## config.mk

```make
export PLATFORM = sky130hd
export DESIGN_NAME = vgaconsole_glyph_renderer
export DESIGN_NICKNAME = d
export VERILOG_FILES = /design/src/rtl/vgaconsole_pkg.sv /design/src/rtl/vgaconsole_pixel_shifter.sv /design/src/rtl/vgaconsole_glyph_renderer.sv
export SDC_FILE = /design/constraint.sdc
export NUM_CORES = 1
export LEC_CHECK = 0
export ABC_AREA = 1
export CAP_MARGIN = 30
export CORE_MARGIN = 2
export CORE_UTILIZATION = 45
export CTS_CLUSTER_SIZE = 14
export DETAILED_ROUTE_END_ITERATION = 6
export PLACE_DENSITY_LB_ADDON = 0.12
export SYNTH_ARGS = -nofsm -noshare
export SYNTH_HDL_FRONTEND = slang
export SYNTH_SLANG_ARGS = --single-unit
export TNS_END_PERCENT = 100
```

## constraint.sdc

```tcl
create_clock -name i_clk -period 5 [get_ports i_clk]
set_input_delay 0.75 -clock i_clk [delete_from_list [all_inputs] [get_ports i_clk]]
set_output_delay 0.75 -clock i_clk [all_outputs]
set_load 0.05 [all_outputs]
```

## src/rtl/vgaconsole_pkg.sv

```systemverilog
// vgaconsole_pkg: shared glyph geometry, renderer state type and ROM row-slice helper
// Exports:
//   GLYPH_W/GLYPH_H   glyph pixel size inside a cell (5x7)
//   CELL_W/CELL_H     cell size including the gap column/row (6x8)
//   ROM_W             character ROM word width (7 rows x 5 pixels)
//   state_t           renderer FSM states
//   glyph_row_slice() 5-pixel slice of one glyph row, blank for the gap row
package vgaconsole_pkg;
    localparam int GLYPH_W = 5;
    localparam int GLYPH_H = 7;
    localparam int CELL_W  = 6;
    localparam int CELL_H  = 8;
    localparam int ROM_W   = GLYPH_W * GLYPH_H;

    typedef enum logic [1:0] {S_IDLE, S_FETCH, S_READY, S_RUN} state_t;

    // Row 0 sits in the top five bits; row 7 is the inter-line gap and is always blank.
    function automatic logic [GLYPH_W-1:0] glyph_row_slice(input logic [ROM_W-1:0] rom_data,
                                                           input logic [2:0] row);
        return (row == 3'd7) ? '0 : GLYPH_W'(rom_data >> (GLYPH_W * (GLYPH_H - 1 - int'(row))));
    endfunction
endpackage

```

## src/rtl/vgaconsole_pixel_shifter.sv

```systemverilog
// vgaconsole_pixel_shifter: serialises one cell (glyph slice + gap column) into a scaled pixel stream
// Ports:
//   i_clk, i_rst   clock, synchronous active-high reset
//   i_load         load {i_slice, 0} and emit its first pixel next cycle
//   i_en           advance through the current cell
//   i_slice        5-pixel glyph slice, MSB shown first
//   o_pixel        registered pixel; 0 whenever neither load nor advance happened
//   o_cell_end     high during the last clock of the current cell
module vgaconsole_pixel_shifter
    import vgaconsole_pkg::*;
#(
    parameter int PIX_SCALE = 1
) (
    input  logic               i_clk,
    input  logic               i_rst,
    input  logic               i_load,
    input  logic               i_en,
    input  logic [GLYPH_W-1:0] i_slice,
    output logic               o_pixel,
    output logic               o_cell_end
);
    localparam int PW = (PIX_SCALE > 1) ? $clog2(PIX_SCALE) : 1;

    logic [CELL_W-1:0] r_sh;
    logic [PW-1:0]     r_pre;
    logic [2:0]        r_bit;
    logic              r_pixel;
    logic              w_step;

    // The pixel register is fed with the value the shifter will present next,
    // so the first glyph pixel appears on the cycle right after the load.
    assign w_step     = (r_pre == PW'(PIX_SCALE - 1));
    assign o_cell_end = w_step && (r_bit == 3'(CELL_W - 1));
    assign o_pixel    = r_pixel;

    always_ff @(posedge i_clk) begin
        if (i_rst) begin
            r_sh    <= '0;
            r_pre   <= '0;
            r_bit   <= '0;
            r_pixel <= 1'b0;
        end else if (i_load) begin
            r_sh    <= {i_slice, 1'b0};
            r_pre   <= '0;
            r_bit   <= '0;
            r_pixel <= i_slice[GLYPH_W-1];
        end else if (i_en) begin
            r_pre   <= w_step ? '0 : r_pre + PW'(1);
            r_pixel <= w_step ? r_sh[CELL_W-2] : r_sh[CELL_W-1];
            if (w_step) begin
                r_sh  <= r_sh << 1;
                r_bit <= r_bit + 3'd1;
            end
        end else begin
            r_pixel <= 1'b0;
        end
    end
endmodule

```

## src/rtl/vgaconsole_glyph_renderer.sv

```systemverilog
// vgaconsole_glyph_renderer: fetches character codes per scanline, looks up glyph rows and streams pixels
// Ports:
//   i_clk, i_rst      clock, synchronous active-high reset
//   i_line_start      pulse: abort and prefetch column 0 of a new scanline
//   i_active          display enable for the text area of the current line
//   i_cell_row        row inside the character cell (0..7), stable for the line
//   o_char_req        one-cycle text-buffer read strobe
//   o_char_col        text-buffer column for o_char_req
//   i_char_code       text-buffer data, valid the cycle after o_char_req
//   o_rom_addr        registered character code driving the ROM
//   i_rom_data        combinational ROM glyph for o_rom_addr
//   o_pixel           foreground/background pixel
//   o_underrun        sticky: display enabled before a glyph was ready
module vgaconsole_glyph_renderer
    import vgaconsole_pkg::*;
#(
    parameter int NUM_COLS  = 20,
    parameter int PIX_SCALE = 1
) (
    input  logic             i_clk,
    input  logic             i_rst,
    input  logic             i_line_start,
    input  logic             i_active,
    input  logic [2:0]       i_cell_row,
    output logic             o_char_req,
    output logic [5:0]       o_char_col,
    input  logic [6:0]       i_char_code,
    output logic [6:0]       o_rom_addr,
    input  logic [ROM_W-1:0] i_rom_data,
    output logic             o_pixel,
    output logic             o_underrun
);
    localparam int CW = (NUM_COLS > 1) ? $clog2(NUM_COLS) : 1;

    state_t             r_state, w_state_nx;
    logic [CW-1:0]      r_col;
    logic               r_char_req, r_f1, r_f2;
    logic               r_next_valid, r_underrun, r_line_done;
    logic [6:0]         r_rom_addr;
    logic [GLYPH_W-1:0] r_next_buf;
    logic               w_load, w_en, w_fetch, w_kill, w_end_line, w_more, w_cell_end;

    assign w_more     = (32'(r_col) + 1) < NUM_COLS;
    assign o_char_req = r_char_req;
    assign o_char_col = 6'(r_col);
    assign o_rom_addr = r_rom_addr;
    assign o_underrun = r_underrun;

    always_ff @(posedge i_clk) begin
        r_state <= i_rst ? S_IDLE : w_state_nx;
    end

    // A fetch takes three cycles against a six-cycle minimum cell, so a cell end
    // with no glyph pending can only mean every column has been shown.
    always_comb begin
        w_state_nx = r_state;
        w_load     = 1'b0;
        w_en       = 1'b0;
        w_fetch    = 1'b0;
        w_kill     = 1'b0;
        w_end_line = 1'b0;
        if (i_line_start) begin
            w_state_nx = S_FETCH;
            w_kill     = 1'b1;
        end else begin
            case (r_state)
                S_FETCH: w_state_nx = r_f2 ? S_READY : S_FETCH;
                S_READY: begin
                    if (i_active) begin
                        w_state_nx = S_RUN;
                        w_load     = 1'b1;
                        w_fetch    = w_more;
                    end
                end
                S_RUN: begin
                    if (!i_active) begin
                        w_state_nx = S_IDLE;
                        w_kill     = 1'b1;
                        w_end_line = 1'b1;
                    end else if (w_cell_end && r_next_valid) begin
                        w_load  = 1'b1;
                        w_fetch = w_more;
                    end else if (w_cell_end) begin
                        w_state_nx = S_IDLE;
                        w_end_line = 1'b1;
                    end else begin
                        w_en = 1'b1;
                    end
                end
                default: w_state_nx = r_state;
            endcase
        end
    end

    // Fetch pipeline: request -> code capture into rom_addr -> row slice into next_buf.
    always_ff @(posedge i_clk) begin
        if (i_rst) begin
            r_col        <= '0;
            r_char_req   <= 1'b0;
            r_f1         <= 1'b0;
            r_f2         <= 1'b0;
            r_rom_addr   <= '0;
            r_next_buf   <= '0;
            r_next_valid <= 1'b0;
            r_line_done  <= 1'b0;
            r_underrun   <= 1'b0;
        end else begin
            r_char_req   <= i_line_start || w_fetch;
            r_f1         <= r_char_req && !w_kill;
            r_f2         <= r_f1 && !w_kill;
            r_next_valid <= !w_kill && (r_f2 || (r_next_valid && !w_load));
            r_line_done  <= !i_line_start && (r_line_done || w_end_line);
            if (i_line_start) r_col <= '0;
            else if (w_fetch) r_col <= r_col + CW'(1);
            if (r_f1) r_rom_addr <= i_char_code;
            if (r_f2) r_next_buf <= glyph_row_slice(i_rom_data, i_cell_row);
            // Idle after a finished line is legitimate blanking, not a starved display.
            if (i_active && (r_state == S_FETCH || (r_state == S_IDLE && !r_line_done)))
                r_underrun <= 1'b1;
        end
    end

    vgaconsole_pixel_shifter #(.PIX_SCALE(PIX_SCALE)) u_shifter (
        .i_clk      (i_clk),
        .i_rst      (i_rst),
        .i_load     (w_load),
        .i_en       (w_en),
        .i_slice    (r_next_buf),
        .o_pixel    (o_pixel),
        .o_cell_end (w_cell_end)
    );
endmodule

```

==> out/results.md <==
| Result | Value | Unit |
| --- | --- | --- |
| Status | completed | - |
| Launch instance of the worst register-to-register path | r_col[0] | - |
| First-pass GRT wire length | 13.1 | mm |
| Flip-flop and latch count after synthesis | 33 | - |
| Most repeated library cell on the critical path | sky130_fd_sc_hd__a21oi_1 | - |
| Pin count of the biggest net entering global routing | 40 | - |
| Synth-to-Final Area Change | 23.5 | % |
| Overall die area | 7120 | um2 |
| CTS HTree Levels | 2 | - |
| Number of global-route vias before repair | 3000 | - |
| Number of cell instances on the worst register-to-register path | 9 | - |
| Remaining DRCs | 0 | - |
| Most used flip-flop cell after synthesis | sky130_fd_sc_hd__dfxtp_1 | - |
| Yosys warning count | 0 | - |
| Per-cell routed wire length | 12.4 | um |
| GR met3 Demand/Resource | 0.0433 | - |
| Cell area power density | 226 | nW/um2 |
| Vias per cell | 5.25 | - |
| Highest-delay cell along the critical path | sky130_fd_sc_hd__clkdlybuf4s50_1 | - |
| Arr. time, crit path | 3.96 | ns |
| Sort of element at the start of the critical path | input port | - |
| Chip Height | 84.4 | um |
| Largest area contributor in the synthesized netlist | sky130_fd_sc_hd__dfxtp_1 | - |
| Number of diodes added for antenna fixing | 0 | - |
| WP data required | 5.21 | ns |
| Clock Latency Late Sink | 0.29 | ns |
| Total via count after detailed routing | 3213 | - |
| DIE WIDTH | 84.4 | um |
| Number of synthesized flops with an enable pin | 0 | - |
| Setup TNS | 0 | ns |
| Root Buffer | sky130_fd_sc_hd__clkbuf_8 | - |
| Net Count, Synth | 541 | - |
| Worst slew margin relative to its limit | 0.623 | - |
| Endpoint of the worst-slack reg-to-reg timing path | r_col[3] | - |
| R2R Setup Slk | 3.29 | ns |
| M2 GR Usage | 0.337 | - |
| FMAX | 266 | MHz |
| Clock tree sinks | 33 | - |
| Distinct cell type count of the synthesized netlist | 41 | - |
| Setup-failing EPs final | 0 | - |
| Global routing met1 resource utilization | 0.313 | - |
| Worst hold margin | 0.460 | ns |
| TritonCTS clock tree | built | - |
| Buffers plus inverters on the worst setup path | 3 | - |
| Final clock period utilization by the worst path | 0.751 | - |
| Post-placement cell area | 3470 | um2 |
| Critical Path Sink Type | flop | - |
| Setup repair after global routing missed its margin | no | - |
| Post CTS Setup Buffer Count | 0 | - |
| Sink of the worst hold path | r_f1 | - |
| Number of standard cells in the final layout excluding fillers | 612 | - |
| Filler cells | 670 | - |
| Detailed Routing Iterations Pass 1 | 4 | - |
| Critical path launch point | i_cell_row[0] | - |
| Final Max Slew Viols | 0 | - |
| Critical Path Max Stage Delay | 0.59 | ns |
| CTS clk-pin slew, worst paths | 0.07 | ns |
| Critical-path maximum fanout | 37 | - |
| Most utilized layer in the global route result | met2 | - |
| Minimum setup slack in the final design | 1.25 | ns |
| Post-synthesis cell area | 2910 | um2 |
| Start point of the worst min-delay path | o_char_req | - |
| Number of antenna violations at the first check in global routing | 0 | - |
| P_leak | 1.63 | nW |
| Routability-driven placement congestion ratio | 0.922 | - |
| Fraction of synthesized cell area taken by the top area cell type | 0.227 | - |
| Critical path cell sequence | clkdlybuf4s50_1 -> ha_1 -> buf_4 -> inv_2 -> a21o_1 -> fa_1 -> nor2_1 -> nand4_1 -> a21oi_1 -> nand2_1 -> a21oi_1 | - |
| Worst slack at placement | 1.01 | ns |
| Final worst path period need | 3.75 | ns |
| Average footprint of a synthesized cell | 6.01 | um2 |
| Drt first-iter violations | 223 | - |
| Antenna Nets Post-Route | 0 | - |
| Dominant cell by count in the synthesized netlist | sky130_fd_sc_hd__nand2_1 | - |
| Total half-perimeter wirelength after legalization and detailed placement | 5.60 | mm |
| Starting utilization of the core area | 0.461 | - |
| Depth of the worst hold-timing path | 2 | - |
| Overall track demand over capacity in global routing | 0.218 | - |
| Path category of the worst min-delay check | reg2reg | - |
| Layout cell share with drive strength beyond 1 | 0.0393 | - |
| Quantity of gates resized following cts | 0 | - |
| Layout Skew | 0.00757 | ns |
| Classification of the worst setup path | in2reg | - |
| Share of async-settable or async-resettable flops after synthesis | 0 | - |
| Family of cells with the greatest summed delay on the critical path | buffers and inverters | - |
| Post-detailed-routing wire length | 7.58 | mm |
| Number of buffers on the longest clock path | 2 | - |
| Share of synthesized area occupied by flip-flops and latches | 0.227 | - |
| Final core utilization | 0.569 | - |
| Net count of the finished layout | 591 | - |
| CTS Buf Count | 5 | - |
| Worst-margin pin slew | 0.565 | ns |
| VDD IR-drop max | 329 | uV |
| Sum of overflow across all layers after global routing | 0 | - |
| Core outline area | 6310 | um2 |
| Post-route cell area | 3590 | um2 |
| Hold-fix buffer count after cts | 0 | - |
| Cell count after placement | 604 | - |
| Post-synth top cells | 110 x sky130_fd_sc_hd__nand2_1, 109 x sky130_fd_sc_hd__nand3_1, 59 x sky130_fd_sc_hd__inv_1 | - |
| Post-Syn Instances | 484 | - |
| Count of buffers from port buffering | 63 | - |
| Dominant cells by area after synthesis | sky130_fd_sc_hd__dfxtp_1 23%, sky130_fd_sc_hd__nand3_1 19%, sky130_fd_sc_hd__nand2_1 14% | - |
| Number of rows created at floorplan | 29 | - |
| Count of max-cap constraint violations | 0 | - |
| # IOs | 65 | - |
| Overall power consumption | 0.813 | mW |
| Final hold violations | 0 | - |
state kept, by name (all words and copies together), names as in the netlist, 2 cells and up:
| signal | flops |
|---|---|
| u_shifter.r_sh | 4 |
| r_next_buf | 5 |
| o_rom_addr | 7 |
| u_shifter.r_bit | 3 |
| r_state | 2 |
| r_col | 5 |
cell type report:
class / instances / area (um2) / area share
Sequential cell: 33 / 661 / 0.184
Tap cell: 77 / 96.3 / 0.0268
Inverter: 62 / 235 / 0.0655
Clock buffer: 6 / 82.6 / 0.0230
Timing Repair Buffer: 66 / 653 / 0.182
Clock inverter: 2 / 37.5 / 0.0105
Multi-Input combinational cell: 366 / 1830 / 0.508
cell families after synthesis:
kind of cell	count (synthesis)	synth area share
flops	33	0.227
xor+xnor	4	0.0121
fa+ha+maj	8	0.0370
simple gates	300	0.472
other cells	1	0.00129
buf+inv	85	0.145
compound gates	52	0.102
mux	1	0.00344
per-layer routing:
metal	vias to the layer above	share of wire
li1	1708	-
met1	1422	0.51
met2	76	0.44
met3	7	0.047
met4	0	0.0070
met5	-	0
worst register-to-register path, stage by stage (launching register included):
cell and delay (ns):
sky130_fd_sc_hd__dfxtp_1 0.41, sky130_fd_sc_hd__ha_1 0.24, sky130_fd_sc_hd__nand3_1 0.10, sky130_fd_sc_hd__xor2_1 0.17
sky130_fd_sc_hd__o21ai_1 0.07, sky130_fd_sc_hd__nand2_1 0.09, sky130_fd_sc_hd__nor2_4 0.15, sky130_fd_sc_hd__nand2_1 0.14
sky130_fd_sc_hd__o21ai_0 0.17, sky130_fd_sc_hd__a21oi_1 0.05
how the worst max path moves through the flow:
| stage | end | slack [ns] | cells after the start |
|---|---|---|---|
| CTS | r_next_buf[1] | 1.30 | 11 |
| finish | r_next_buf[1] | 1.25 | 11 |
| floorplan | r_next_buf[1] | 2.22 | 11 |
| global placement | r_next_buf[1] | 1.09 | 11 |
| global route | r_next_buf[1] | 1.03 | 11 |
| detailed placement | r_next_buf[1] | 1.01 | 11 |
where the power goes:
part / switching (mW) / internal (mW) / total, mW
Clock: 0.102 / 0.162 / 0.263
Combinational: 0.169 / 0.110 / 0.280
Sequential: 0.00277 / 0.267 / 0.270
Total: 0.274 / 0.540 / 0.813
placed cells by master, fill, tap and decap left out, drive strengths merged:
cell,netlist,layout
nand3,112,112
xnor2,1,1
clkinvlp,0,1
o2111ai,1,1
buf,21,3
dfxtp,33,33
clkdlybuf4s50,0,63
a21oi,25,25
or2,7,7
bufinv,0,1
clkbuf,2,6
nand2,112,112
inv,61,61
and2,1,1
nor2,47,47
clkinv,1,1
a21o,1,1
a221oi,3,3
ha,7,7
a211oi,1,1
conb,1,1
nor3,1,1
o21ai,15,15
nand4,20,20
a31oi,2,2
mux2i,1,1
xor2,3,3
fa,1,1
o211ai,4,4
Power figures use the tool's default switching activity.
